==> config.mk <==
export PLATFORM = sky130hd
export DESIGN_NAME = fsm_burst
export DESIGN_NICKNAME = d
export VERILOG_FILES = /design/src/rtl/fsm_burst.sv
export SDC_FILE = /design/constraint.sdc
export NUM_CORES = 1
export LEC_CHECK = 0
export ABC_CLOCK_PERIOD_IN_PS = 3200
export BUFFER_PORTS_ARGS = -buffer_cell sky130_fd_sc_hd__buf_2
export CAP_MARGIN = 20
export CORE_UTILIZATION = 39
export DETAILED_ROUTE_END_ITERATION = 16
export PLACE_DENSITY = 0.69
export RECOVER_POWER = 25
export SETUP_SLACK_MARGIN = 0.15
export SYNTH_ARGS = -nofsm -noshare
export SYNTH_HDL_FRONTEND = slang
export SYNTH_SLANG_ARGS = --single-unit
==> constraint.sdc <==
create_clock -name clk -period 3.2 [get_ports clk]
set_clock_uncertainty 0.1 [all_clocks]
set_input_delay 0.16 -clock clk [delete_from_list [all_inputs] [get_ports clk]]
set_output_delay 0.16 -clock clk [all_outputs]
set_load 0.05 [all_outputs]
==> src/rtl/fsm_burst.sv <==
// Burst request/acknowledge controller: one request moves len+1 beats, each closed by an ack.
// Latency: req -> read/write on the sampling edge; final ack -> idle/done on that edge.
// Backpressure: slave stalls by withholding ack; TIMEOUT quiet busy cycles abort with err.
module fsm_burst #(
  parameter int LEN_W   = 4,
  parameter int TIMEOUT = 16
) (
  input  logic             clk,
  input  logic             reset,
  input  logic             req,
  input  logic             we,
  input  logic [LEN_W-1:0] len,
  input  logic             ack,
  output logic             idle,
  output logic             read,
  output logic             write,
  output logic [LEN_W-1:0] beat,
  output logic             done,
  output logic             err
);

  localparam int TW = (TIMEOUT > 1) ? $clog2(TIMEOUT) : 1;
  localparam logic [TW-1:0] TCNT_LAST = TW'(TIMEOUT - 1);

  typedef enum logic [1:0] {
    S_IDLE  = 2'd0,
    S_READ  = 2'd1,
    S_WRITE = 2'd2
  } state_t;

  state_t           state_q, state_d;
  logic [LEN_W-1:0] beat_q, beat_d;
  logic [LEN_W-1:0] len_q, len_d;
  logic [TW-1:0]    tcnt_q, tcnt_d;
  logic             done_q, done_d;
  logic             err_q, err_d;

  // State and datapath registers; reset abandons any burst without pulsing done/err.
  always_ff @(posedge clk) begin
    if (reset) begin
      state_q <= S_IDLE;
      beat_q  <= '0;
      len_q   <= '0;
      tcnt_q  <= '0;
      done_q  <= 1'b0;
      err_q   <= 1'b0;
    end else begin
      state_q <= state_d;
      beat_q  <= beat_d;
      len_q   <= len_d;
      tcnt_q  <= tcnt_d;
      done_q  <= done_d;
      err_q   <= err_d;
    end
  end

  // Next-state: start on req, count beats on ack, abort after TIMEOUT quiet busy cycles.
  always_comb begin
    state_d = state_q;
    beat_d  = beat_q;
    len_d   = len_q;
    tcnt_d  = tcnt_q;
    done_d  = 1'b0;
    err_d   = 1'b0;
    case (state_q)
      S_IDLE: begin
        if (req) begin
          state_d = we ? S_WRITE : S_READ;
          len_d   = len;
          beat_d  = '0;
          tcnt_d  = '0;
        end
      end
      S_READ, S_WRITE: begin
        if (ack) begin
          // An ack on the would-be timeout edge still counts as progress.
          tcnt_d = '0;
          if (beat_q == len_q) begin
            state_d = S_IDLE;
            beat_d  = '0;
            done_d  = 1'b1;
          end else begin
            beat_d = beat_q + LEN_W'(1);
          end
        end else if (tcnt_q == TCNT_LAST) begin
          state_d = S_IDLE;
          beat_d  = '0;
          tcnt_d  = '0;
          err_d   = 1'b1;
        end else begin
          tcnt_d = tcnt_q + TW'(1);
        end
      end
      default: begin
        state_d = S_IDLE;
        beat_d  = '0;
        tcnt_d  = '0;
      end
    endcase
  end

  // Moore outputs decoded straight from registers.
  always_comb begin
    idle  = (state_q == S_IDLE);
    read  = (state_q == S_READ);
    write = (state_q == S_WRITE);
    beat  = beat_q;
    done  = done_q;
    err   = err_q;
  end

endmodule
==> metrics <==
Starting Density=0.414; CTS tree=yes; CTS Root Cell=clkbuf_4; CTS Sinks=16; Worst EP required=3310 ps; core area=1940 um2; post-synth top area cell=dfxtp_1; crit path time final=1930 ps; pre-CTS setup slack=1300 ps; CP arrival=2040 ps; # DRC=0; max-cap violations=0; Die Width=47.4 um; DR iter-0 viols=15; crit-path cells=inv_1, ha_1, nor2b_1, a21o_4, or4_1, o31ai_1; TNS Setup=0 ps; placed cells=133; critical path endpoint category=register; Max FO, Critical Path=7; sequential share of the synthesized area=0.398; library cells used by synthesis=26; slowest library cell on the worst path=or4_1; CP Launch Type=register; Inserted Clock Buffers=3; global-route wire length before repair=2.44 mm; Synth top area share=0.398; Multi-input gate area=458 um2; top achievable clock speed=519 MHz; Resized Gates After CTS=0; P_sw=0.178 mW; Syn Area/Cell=8.74 um2; WL/cell=11.0 um; Pwr Total=0.511 mW; worst-margin pin slew=592 ps; H-tree levels=1; Syn Inst Count=92; vias=713; final setup fails=0; Inserted Diodes=0; sw frac=0.348; remaining global-route overflow=0; main area contributors after synthesis=dfxtp_1 40%, ha_1 7.8%, a21oi_1 6.8%; Filler Cell Count=198; Pint=0.333 mW; DP Wirelength=1.13 mm; die area=2250 um2; period utilization=0.602; Clock Pin Slew Worst Setup and Hold Paths=100 ps; Hold Crit Class=primary input to register; final hold violation count=0; status=finished clean; ys async rst share=0; Setup Crit Path Kind=register to register; count leader, synth=dfxtp_1; pin count of the biggest net entering global routing=18; RSZ-0062 raised after global routing=no; #FFs+latches synth=16; relative slew slack=0.607; Flop pwr share=0.430; Syn-to-layout area delta=16.3%; Pre-antenna DRT Iters=4; Total Nets Final=125; area occupied by registers=320 um2; CP max stage delay=510 ps; CTS Buffer Depth=2; max-slew violation count=0; VDD IR max=0.238 mV; clock share of power=0.263; Post-CTS Repair Setup Buffers=0; post-route setup slack=1270 ps; initial antenna violation count=0; IO Pins=18; fin cells=137; synth warn=0; cts hold-fix bufs=0; Antenna Violating Nets Remaining=0; row count=16; Cell Pwr Density=546 nW/um2; share of cells above drive strength 1=0.182; later-pin clock latency in the skew report=290 ps; Synth top cells by count=16 x dfxtp_1, 11 x a21oi_1, 10 x nand2_1, 10 x nand3_1, 6 x nor2_1; Syn Nets=106; GRT Overall Usage=0.152; Lkg Pwr=0.355 nW; port buffer count=17; chip height=47.4 um; Post-synth EDFFs=0; Placer Congestion=0.766; Synth Flop Type=dfxtp_1; power share of the combinational group=0.307; final wirelength=1.50 mm; drt via density=5.20; post-synthesis cell area=805 um2; number of global-route vias before repair=604
==> sequential cells by signal, indices dropped and copies added (netlist names) <==
name,flops
beat,4
len_q,4
state_q,2
tcnt_q,4
done,1
err,1
==> routing by layer <==
layer	GRT usage	share of wire	vias up
li1	-	-	365
met1	0.193	0.47	324
met2	0.252	0.47	19
met3	0.0226	0.039	5
met4	0.0743	0.020	0
met5	0	0	-
==> critical path: cells and delay by family (launching register included) <==
family / cells / cell delay (ps)
fa+ha+maj: 1 / 320
flops: 1 / 340
compound gates: 2 / 310
simple gates: 2 / 680
buf+inv: 1 / 70
==> final cells by class <==
class                   instances  share of cell area
multi-input cells              71               0.489
well taps                      27              0.0361
flip-flops and latches         16               0.342
inverters                       2             0.00802
repair buffers                 17              0.0856
clock buffers                   4              0.0388
==> cell families after synthesis <==
family / after synthesis / share of synthesized area
AOI/OAI and AO/OA: 20 / 0.162
xor gates and xnor gates: 4 / 0.0435
adders and majority gates: 5 / 0.0778
buffers and inverters: 5 / 0.0327
DFF: 16 / 0.398
and+or+nand+nor: 42 / 0.286
==> per-stage QoR <==
| step | cell area [um2] | hold WS [ps] | util |
|---|---|---|---|
| after floorplan | 805 | 207 | - |
| after detailed placement | 905 | 321 | 0.466 |
| after CTS | 941 | 3.94 | 0.485 |
| final | 936 | 8.81 | 0.482 |
| after global routing | 936 | 2.48 | 0.482 |
| after global placement | 905 | 320 | 0.466 |
==> power groups by stage <==
stage	registers [mW]	logic [mW]	clock network, mW
floorplan	0.229	0.128	0
global route	0.222	0.173	0.147
CTS	0.220	0.158	0.139
global placement	0.224	0.154	0
detailed placement	0.225	0.157	0
finish	0.220	0.157	0.134
==> final timing paths <==
check                     startpoint                      end  slack, ps  cells past startpoint
max          state_q[0]$_SDFFE_PP0P_  state_q[0]$_SDFFE_PP0P_       1270                      6
min                           len[3]    len_q[3]$_SDFFE_PP0P_          9                      3
max reg2reg  state_q[0]$_SDFFE_PP0P_  state_q[0]$_SDFFE_PP0P_       1270                      6
min reg2reg    len_q[0]$_SDFFE_PP0P_    len_q[0]$_SDFFE_PP0P_        370                      2
==> placed cells by master (no fill, tap or decap), types with 2 or more instances in the layout <==
master and count:
inv_1 2, ha_1 5, clkbuf_1 4, clkbuf_4 3
xnor2_1 4, nand3b_1 3, a21oi_1 11, o21ai_0 2
nand2_1 10, nor3_1 2, buf_2 13, nand2b_1 2
dfxtp_1 16, nand3_1 10, a31oi_1 3, nand4b_1 2
nor2_1 6, or4_1 2
Note: power is estimated with default switching activity, not from simulation.
